## config.mk

```make
export PLATFORM = sky130hd
export DESIGN_NAME = scene_renderer
export DESIGN_NICKNAME = d
export VERILOG_FILES = /design/src/rtl/scene_renderer.sv
export SDC_FILE = /design/constraint.sdc
export NUM_CORES = 1
export LEC_CHECK = 0
export CAP_MARGIN = 20
export CORE_MARGIN = 2
export CORE_UTILIZATION = 55
export CTS_BUF_LIST = sky130_fd_sc_hd__clkbuf_8
export DETAILED_ROUTE_END_ITERATION = 8
export PLACE_DENSITY = 0.79
export SYNTH_ARGS = -nofsm -noshare
export SYNTH_HDL_FRONTEND = slang
export SYNTH_SLANG_ARGS = --single-unit
```

## constraint.sdc

```tcl
create_clock -name vga_clk -period 6.8 [get_ports vga_clk]
set_input_delay 1.36 -clock vga_clk [delete_from_list [all_inputs] [get_ports vga_clk]]
set_output_delay 1.36 -clock vga_clk [all_outputs]
set_load 0.02 [all_outputs]
```

## src/rtl/scene_renderer.sv

```systemverilog
// scene_renderer
// ----------------
// Scales a small indexed-colour image (optionally animated over several
// frames stored back-to-back in ROM) up to a 640x480 VGA raster, looks each
// index up in an external combinational palette, and registers the result.
// An optional fade unit brightens and dims the image in 1/16 steps, one step
// per video frame.
//
// Configuration macro: SCENE_RENDERER_FADE_EN
//   defined   -> fade FSM (HIDDEN / FADE_IN / SHOWN / FADE_OUT) scales colour
//   undefined -> no FSM, full brightness, show ignored, fade_busy tied 0
//
// Ports
//   vga_clk        in   sole clock, rising edge
//   reset_n        in   asynchronous active-low reset
//   DrawX, DrawY   in   current pixel coordinate (0..639, 0..479)
//   blank          in   1 = active video
//   show           in   request image visible (fade build only)
//   anim_en        in   enable animation stepping
//   rom_addr       out  registered image ROM address
//   rom_q          in   ROM data, ROM_LAT edges after rom_addr
//   pal_index      out  palette index (= rom_q)
//   pal_red/green/blue in combinational palette colour for pal_index
//   red/green/blue out  registered pixel colour, ROM_LAT+2 edges after input
//   frame_sel      out  current animation frame
//   fade_busy      out  1 while fading in or out
//   dbg_fade_state out  fade FSM state (0 HIDDEN, 1 FADE_IN, 2 SHOWN, 3 FADE_OUT)
//
// Pipeline, counted from the edge that samples DrawX/DrawY/blank (edge k):
//   k          rom_addr registered
//   k+ROM_LAT  rom_q valid (external ROM)
//   k+ROM_LAT+1 palette colour registered
//   k+ROM_LAT+2 scaled, blank-gated colour registered on red/green/blue
module scene_renderer #(
    parameter int IMG_W      = 105,
    parameter int IMG_H      = 66,
    parameter int NUM_FRAMES = 4,
    parameter int INDEX_W    = 4,
    parameter int ADDR_W     = 15,
    parameter int ROM_LAT    = 1,
    parameter int ANIM_DIV   = 8,
    localparam int FRAME_W   = (NUM_FRAMES > 1) ? $clog2(NUM_FRAMES) : 1
) (
    input  logic               vga_clk,
    input  logic               reset_n,
    input  logic [9:0]         DrawX,
    input  logic [9:0]         DrawY,
    input  logic               blank,
    input  logic               show,
    input  logic               anim_en,
    output logic [ADDR_W-1:0]  rom_addr,
    input  logic [INDEX_W-1:0] rom_q,
    output logic [INDEX_W-1:0] pal_index,
    input  logic [3:0]         pal_red,
    input  logic [3:0]         pal_green,
    input  logic [3:0]         pal_blue,
    output logic [3:0]         red,
    output logic [3:0]         green,
    output logic [3:0]         blue,
    output logic [FRAME_W-1:0] frame_sel,
    output logic               fade_busy,
    output logic [1:0]         dbg_fade_state
);

    localparam int CNT_W = (ANIM_DIV > 1) ? $clog2(ANIM_DIV) : 1;

    // ------------------------------------------------------------------
    // Pipeline registers
    // ------------------------------------------------------------------
    logic [ADDR_W-1:0]  rom_addr_q, rom_addr_d;
    logic [ROM_LAT+1:0] blank_q, blank_d;   // blank delayed alongside the data
    logic [11:0]        pal_c_q, pal_c_d;
    logic [11:0]        rgb_q, rgb_d;
    logic [CNT_W-1:0]   cnt_q, cnt_d;
    logic [FRAME_W-1:0] frame_q, frame_d;
    logic               frame_strobe;

    // One-cycle strobe on the pixel that opens each video frame.
    assign frame_strobe = (DrawX == 10'd0) && (DrawY == 10'd0);

    always_comb begin
        rom_addr_d = ADDR_W'((32'(DrawX) * 32'(IMG_W)) / 32'd640
                             + ((32'(DrawY) * 32'(IMG_H)) / 32'd480) * 32'(IMG_W)
                             + 32'(frame_q) * 32'(IMG_W) * 32'(IMG_H));
        blank_d    = {blank_q[ROM_LAT:0], blank};
        pal_c_d    = {pal_red, pal_green, pal_blue};
    end

    // Animation: count strobes while enabled, advance one frame per ANIM_DIV.
    // With a single frame the wrap compare is always true, pinning frame 0.
    always_comb begin
        cnt_d   = cnt_q;
        frame_d = frame_q;
        if (frame_strobe && anim_en) begin
            if (cnt_q == CNT_W'(ANIM_DIV - 1)) begin
                cnt_d   = '0;
                frame_d = (frame_q == FRAME_W'(NUM_FRAMES - 1)) ? '0
                                                                : frame_q + FRAME_W'(1);
            end else begin
                cnt_d = cnt_q + CNT_W'(1);
            end
        end
    end

`ifdef SCENE_RENDERER_FADE_EN
    // ------------------------------------------------------------------
    // Fade FSM
    // ------------------------------------------------------------------
    typedef enum logic [1:0] {
        HIDDEN   = 2'd0,
        FADE_IN  = 2'd1,
        SHOWN    = 2'd2,
        FADE_OUT = 2'd3
    } fade_state_e;

    fade_state_e state_q, state_d;
    logic [4:0]  level_q, level_d;

    function automatic logic [3:0] scale(input logic [3:0] c, input logic [4:0] lvl);
        logic [8:0] p;
        p = {5'd0, c} * {4'd0, lvl};
        return 4'(p >> 4);
    endfunction

    // The level step on a strobe is computed first; the transition then looks
    // at the stepped level. Steps saturate at 0/16 because a direction change
    // between strobes can land in FADE_IN at 16 or FADE_OUT at 0.
    always_comb begin
        state_d = state_q;
        level_d = level_q;
        case (state_q)
            HIDDEN: begin
                if (show) state_d = FADE_IN;
            end
            FADE_IN: begin
                if (frame_strobe && (level_q != 5'd16)) level_d = level_q + 5'd1;
                if (!show)                  state_d = FADE_OUT;
                else if (level_d == 5'd16)  state_d = SHOWN;
            end
            SHOWN: begin
                if (!show) state_d = FADE_OUT;
            end
            FADE_OUT: begin
                if (frame_strobe && (level_q != 5'd0)) level_d = level_q - 5'd1;
                if (show)                   state_d = FADE_IN;
                else if (level_d == 5'd0)   state_d = HIDDEN;
            end
            default: begin
                state_d = HIDDEN;
            end
        endcase
    end

    always_ff @(posedge vga_clk or negedge reset_n) begin
        if (!reset_n) begin
            state_q <= HIDDEN;
            level_q <= 5'd0;
        end else begin
            state_q <= state_d;
            level_q <= level_d;
        end
    end

    assign fade_busy      = (state_q == FADE_IN) || (state_q == FADE_OUT);
    assign dbg_fade_state = state_q;

    always_comb begin
        rgb_d = '0;
        if (blank_q[ROM_LAT+1]) begin
            rgb_d = {scale(pal_c_q[11:8], level_q),
                     scale(pal_c_q[7:4],  level_q),
                     scale(pal_c_q[3:0],  level_q)};
        end
    end
`else
    // Full brightness: colour is the registered palette colour gated by blank.
    logic unused_show;
    assign unused_show    = show;
    assign fade_busy      = 1'b0;
    assign dbg_fade_state = 2'd2;

    always_comb begin
        rgb_d = '0;
        if (blank_q[ROM_LAT+1]) rgb_d = pal_c_q;
    end
`endif

    always_ff @(posedge vga_clk or negedge reset_n) begin
        if (!reset_n) begin
            rom_addr_q <= '0;
            blank_q    <= '0;
            pal_c_q    <= '0;
            rgb_q      <= '0;
            cnt_q      <= '0;
            frame_q    <= '0;
        end else begin
            rom_addr_q <= rom_addr_d;
            blank_q    <= blank_d;
            pal_c_q    <= pal_c_d;
            rgb_q      <= rgb_d;
            cnt_q      <= cnt_d;
            frame_q    <= frame_d;
        end
    end

    assign rom_addr  = rom_addr_q;
    assign pal_index = rom_q;
    assign red       = rgb_q[11:8];
    assign green     = rgb_q[7:4];
    assign blue      = rgb_q[3:0];
    assign frame_sel = frame_q;

endmodule

```

# After elaboration in Yosys (flattened, before gate mapping)
# Index checks and enable logic that the tools add are counted.
# totals
ff_bits	47
latch_bits	0
ramBits	0
rom_bits	0
output_inout_bits	36
mem_count	0
# op_classes
add_sub_neg	4
mul	5
div_mod_pow	2
magnitude_cmp	0
n_eq_ne	2
shift	0
n_mux	3
n_bitwise	0
n_reduce_logical	5
# ops
operator	count
17-bit by 10-bit divider with 32-bit output, second input constant	1
17-bit by 9-bit divider with 32-bit output, second input constant	1
32-bit by 7-bit multiplier with 15-bit output, second input constant	1
15-bit adder	2
10-bit zero test	2
10-bit by 7-bit multiplier with 17-bit output, second input constant	1
10-bit by 6-bit multiplier with 16-bit output, second input constant	1
9-bit by 6-bit multiplier with 14-bit output, second input constant	1
12-bit two-way mux	1
2-bit by 7-bit multiplier with 9-bit output, second input constant	1
3-bit by 1-bit adder with 3-bit output, second input constant	1
3-bit equality test, second input constant	1
3-bit two-way mux	1
2-bit by 1-bit adder with 2-bit output, second input constant	1
2-bit equality test, second input constant	1
1-bit logical AND	2
2-bit two-way mux	1
2-bit AND reduction	1

# Depth between registers and ports, before layout
# logic_depth
depth_word	5
ltp_mapped	41
depth_no_buf	40

# Least setup slack after synthesis
# Ideal clock, no wire load.
# synth_path
path_type	input to register
startpoint	input DrawY[2]
endpoint	register rom_addr_q[14] (netlist: rom_addr[14])
setup_time_ns	0.124
t_arrival_ns	9.090
slack_ns	-2.415
stages	34
cell_sequence	ha_1 -> ha_1 -> ha_1 -> fa_1 -> a211o_1 -> and3_4 -> or3_4 -> a21oi_2 -> a31oi_2 -> a211oi_4 -> xnor2_1 -> o2111a_1 -> or2_1 -> buf_2 -> a211oi_2 -> mux2i_1 -> a21oi_1 -> o21a_1 -> a31oi_1 -> ha_1 -> inv_1 -> fa_1 -> fa_1 -> fa_1 -> inv_1 -> ha_1 -> a21oi_1 -> o21bai_1 -> a21oi_1 -> o21bai_1 -> a21oi_1 -> o21bai_1 -> a21oi_1 -> xnor2_1
# synth_via
elab_chain_len	5
# synth_rtl
item	line	rtl
from (decl)	47	input logic [9:0] DrawY,
10-bit by 6-bit multiplier with 16-bit output	83	+ ((32'(DrawY) * 32'(IMG_H)) / 32'd480) * 32'(IMG_W)
17-bit by 9-bit divider with 32-bit output	83	
32-bit by 7-bit multiplier with 15-bit output	83	
15-bit adder	83	
15-bit adder	84	+ 32'(frame_q) * 32'(IMG_W) * 32'(IMG_H));
net rom_addr_d[14]	70	logic [ADDR_W-1:0] rom_addr_q, rom_addr_d;
to (signal assigned)	197	rom_addr_q <= rom_addr_d;
to (decl)	70	
# The timed path passes the listed nets, and every way through them passes these cells.
# A chain may end at the register's enable or synchronous reset.

# Final worst setup path
# layout_path
startpoint	input DrawX[2]
endpoint	register rom_addr_q[14] (netlist: rom_addr[14])
# layout_via
elab_chain_len	4
# layout_rtl
item	line	rtl
from (decl)	46	input logic [9:0] DrawX,
10-bit by 7-bit multiplier with 17-bit output	82	rom_addr_d = ADDR_W'((32'(DrawX) * 32'(IMG_W)) / 32'd640
17-bit by 10-bit divider with 32-bit output	82	
15-bit adder	83	
15-bit adder	84	
net rom_addr_d[14]	70	
# The timed path passes the listed nets, and every way through them passes these cells.

==> run summary <==
GPL Wtd Cong: 0.870
crit start category: primary input
core region area: 0.0119 mm2
setup ws final: -2.43 ns
global route hottest layer: met2
I/O pins: 77
Worst Reg-to-Reg Cells: 21
Max Cap Viol: 0
Inst Count DP: 1077
gr usage total: 33.5%
Longest Clk Path Bufs: 2
grt met2 use: 65.1%
vias in the first global route: 7379
Layout Area Growth over Synthesis: 60.0%
DR WL/cell: 22.6 um
clk root buf: clkbuf_8
initial DRC count: 636
Final min period: 9.23 ns
Hold/Removal Path Class: reg -> reg
initial antenna violation count: 0
Slowest-stage cell, CP: fa_1
Final HPWL DP: 14700 um
arrival time at the worst endpoint: 9.44 ns
die area: 0.0129 mm2
Worst Skew: 0.0126 ns
final setup fails: 15
Hold Crit Depth: 0
antenna-violating nets left: 0
Post-Synthesis Cell Area: 0.00661 mm2
Hold Path Sink: blank_q[1]$_DFF_PN0_
met3 Use GR: 4.62%
Max Freq: 108 MHz
met1 Resource Use GR: 34.5%
commonest non-fill, non-tap cells in the layout: buf_4, inv_1, ha_1
Nets: 1193
Detailed Route WL: 25800 um
first-pass GRT wire length: 34700 um
port buffer count: 64
pin count of the biggest net entering global routing: 48
synthesized flop and latch total: 47
CP required: 7.01 ns
Worst Tran Pin Value: 0.624 ns
fin crit share: 136%
failing checks: negative setup slack
clock buffer count from CTS: 5
Reg clk slew, reported paths: 0.09 ns
status: finished with violations
initial core utilization: 55.7%
CTS tree: done
Post-synth EDFFs: 0
min-delay src: blank_q[0]$_DFF_PN0_
via/cell ratio: 6.24
Synth cell types: 93
latest clock arrival within the worst-skew pair: 0.31 ns
Avg Cell Area, Syn: 9.36 um2
final max-slew violation count: 0
total grt overflow: 0
crit path kind: in -> reg
row cnt: 40
Antenna Cells: 0
CP max stage delay: 0.56 ns
RSZ-0062 raised after global routing: true
Min Hold Slack: 0.367 ns
Die Y: 114 um
fraction of registers with async set/reset: 100%
endpoints failing hold: 0
commonest non-fill, non-tap cell in the layout: buf_4
Setup crit end kind: register
worst reg2reg setup slack: 1.38 ns
fin util: 89.1%
Finished Layout Cells: 1144
Ys Warns: 0
Most used DFF post-synth: dfrtp_1
Max-slew headroom: 58.1%
Via Count: 7135
reg2reg end: rom_addr[14]$_DFF_PN0_
CP most frequent cell: a21oi_2
post-synthesis sequential area ratio: 17.8%
Crit Path Max Fanout: 4
DR pass1 iterations: 6
Sink Count: 47
Post-route DRC: 0
H-tree depth: 2
share of layout cells above drive strength 1: 45.7%
Worst R2R Start: frame_sel[0]$_DFFE_PN0P_
Post-Synthesis Cells: 706
Die Width: 114 um
-- sequential cells by signal, summed over array words and instances (netlist names) --
name,cells
rgb_q,12
frame_sel,2
rom_addr,15
cnt_q,3
pal_c_q,12
blank_q,3
-- cell type report --
| class | instances | area [um2] |
|---|---|---|
| Tap cell | 147 | 184 |
| Inverter | 108 | 408 |
| Multi-Input combinational cell | 536 | 6220 |
| Fill cell | 464 | 1290 |
| Clock inverter | 3 | 20.0 |
| Sequential cell | 47 | 1180 |
| Clock buffer | 5 | 68.8 |
| Timing Repair Buffer | 298 | 2500 |
-- layer usage --
layer | part of all wire [%] | vias to the layer above
li1 | - | 3039
met1 | 35 | 3440
met2 | 53 | 471
met3 | 5.7 | 185
met4 | 7.2 | 0
met5 | 0 | -
-- cell usage after synthesis (all sizes together), types with 3 or more instances --
cell type / number / area share [%]
nor2b: 3 / 0.28
inv: 108 / 6.1
nor3b: 3 / 0.34
fa: 37 / 11
a31oi: 7 / 0.98
o21bai: 9 / 1.1
o211ai: 10 / 1.2
nand2b: 8 / 0.76
a21o: 10 / 1.1
nand4: 6 / 0.80
a211oi: 8 / 1.3
o221ai: 3 / 0.59
nor4b: 4 / 0.63
xnor2: 33 / 4.6
a2111oi: 8 / 1.6
buf: 15 / 1.4
nand3: 20 / 1.5
a21boi: 5 / 0.57
and3: 6 / 0.64
o21ai: 21 / 1.8
and2: 15 / 1.4
or3: 3 / 0.44
or2: 4 / 0.38
ha: 119 / 23
xor2: 12 / 1.6
nand2: 44 / 2.6
clkbuf: 4 / 0.23
nor2: 22 / 1.3
dfrtp: 47 / 18
mux2i: 6 / 0.91
a21oi: 32 / 2.6
a211o: 4 / 0.53
o22ai: 5 / 0.57
nor3: 13 / 1.1
o21a: 7 / 0.80
nor4: 4 / 0.47
o311ai: 4 / 0.53
a41oi: 3 / 0.51
-- per-stage QoR --
| step | TNS, ns | area, um2 | worst slack, ns |
|---|---|---|---|
| after floorplan | -14.97 | 7000 | -1.83 |
| after global placement | -27.45 | 9020 | -2.62 |
| after detailed placement | -31.42 | 9020 | -2.96 |
| after CTS | -18.62 | 10100 | -2.03 |
| after global routing | -25.26 | 10600 | -2.68 |
| final | -22.98 | 10600 | -2.43 |
-- critical path, delay by kind of cell --
family | cells | cell delay (ns)
adders and majority gates | 10 | 3.34
xor gates and xnor gates | 2 | 0.36
and+or+nand+nor | 2 | 0.14
AOI/OAI and AO/OA | 16 | 2.84
buffers and inverters | 14 | 1.38
-- kinds of logic after synthesis --
kind of cell	Yosys count	synth area share, %
compound gates	158	19.2
mux	7	1.08
xor+xnor	46	6.55
other cells	2	0.114
flops	47	17.8
simple gates	163	13.7
buf+inv	127	7.77
fa+ha+maj	156	33.8
-- worst max-delay path by stage --
stage                                  end  depth (start not counted)     start  slack, ns
detailed placement  rom_addr[14]$_DFF_PN0_                         41  DrawX[3]      -2.96
floorplan           rom_addr[14]$_DFF_PN0_                         39  DrawX[4]      -1.83
CTS                 rom_addr[14]$_DFF_PN0_                         41  DrawX[3]      -2.03
finish              rom_addr[14]$_DFF_PN0_                         44  DrawX[2]      -2.43
global placement    rom_addr[13]$_DFF_PN0_                         40  DrawX[3]      -2.62
global route        rom_addr[14]$_DFF_PN0_                         42  DrawX[0]      -2.68
-- what timing repair did --
item                       4_1_cts  5_1_grt
hold buffers                     0        0
setup endpoints to repair       15       15
cloned                           1        0
gates resized for setup        165       69
buffers inserted                50       17
pin swaps                       89       69
hold endpoints to repair         0        0
Power is not shown: default switching activity piles up to over one toggle a cycle in this logic, so the estimate is an artifact.
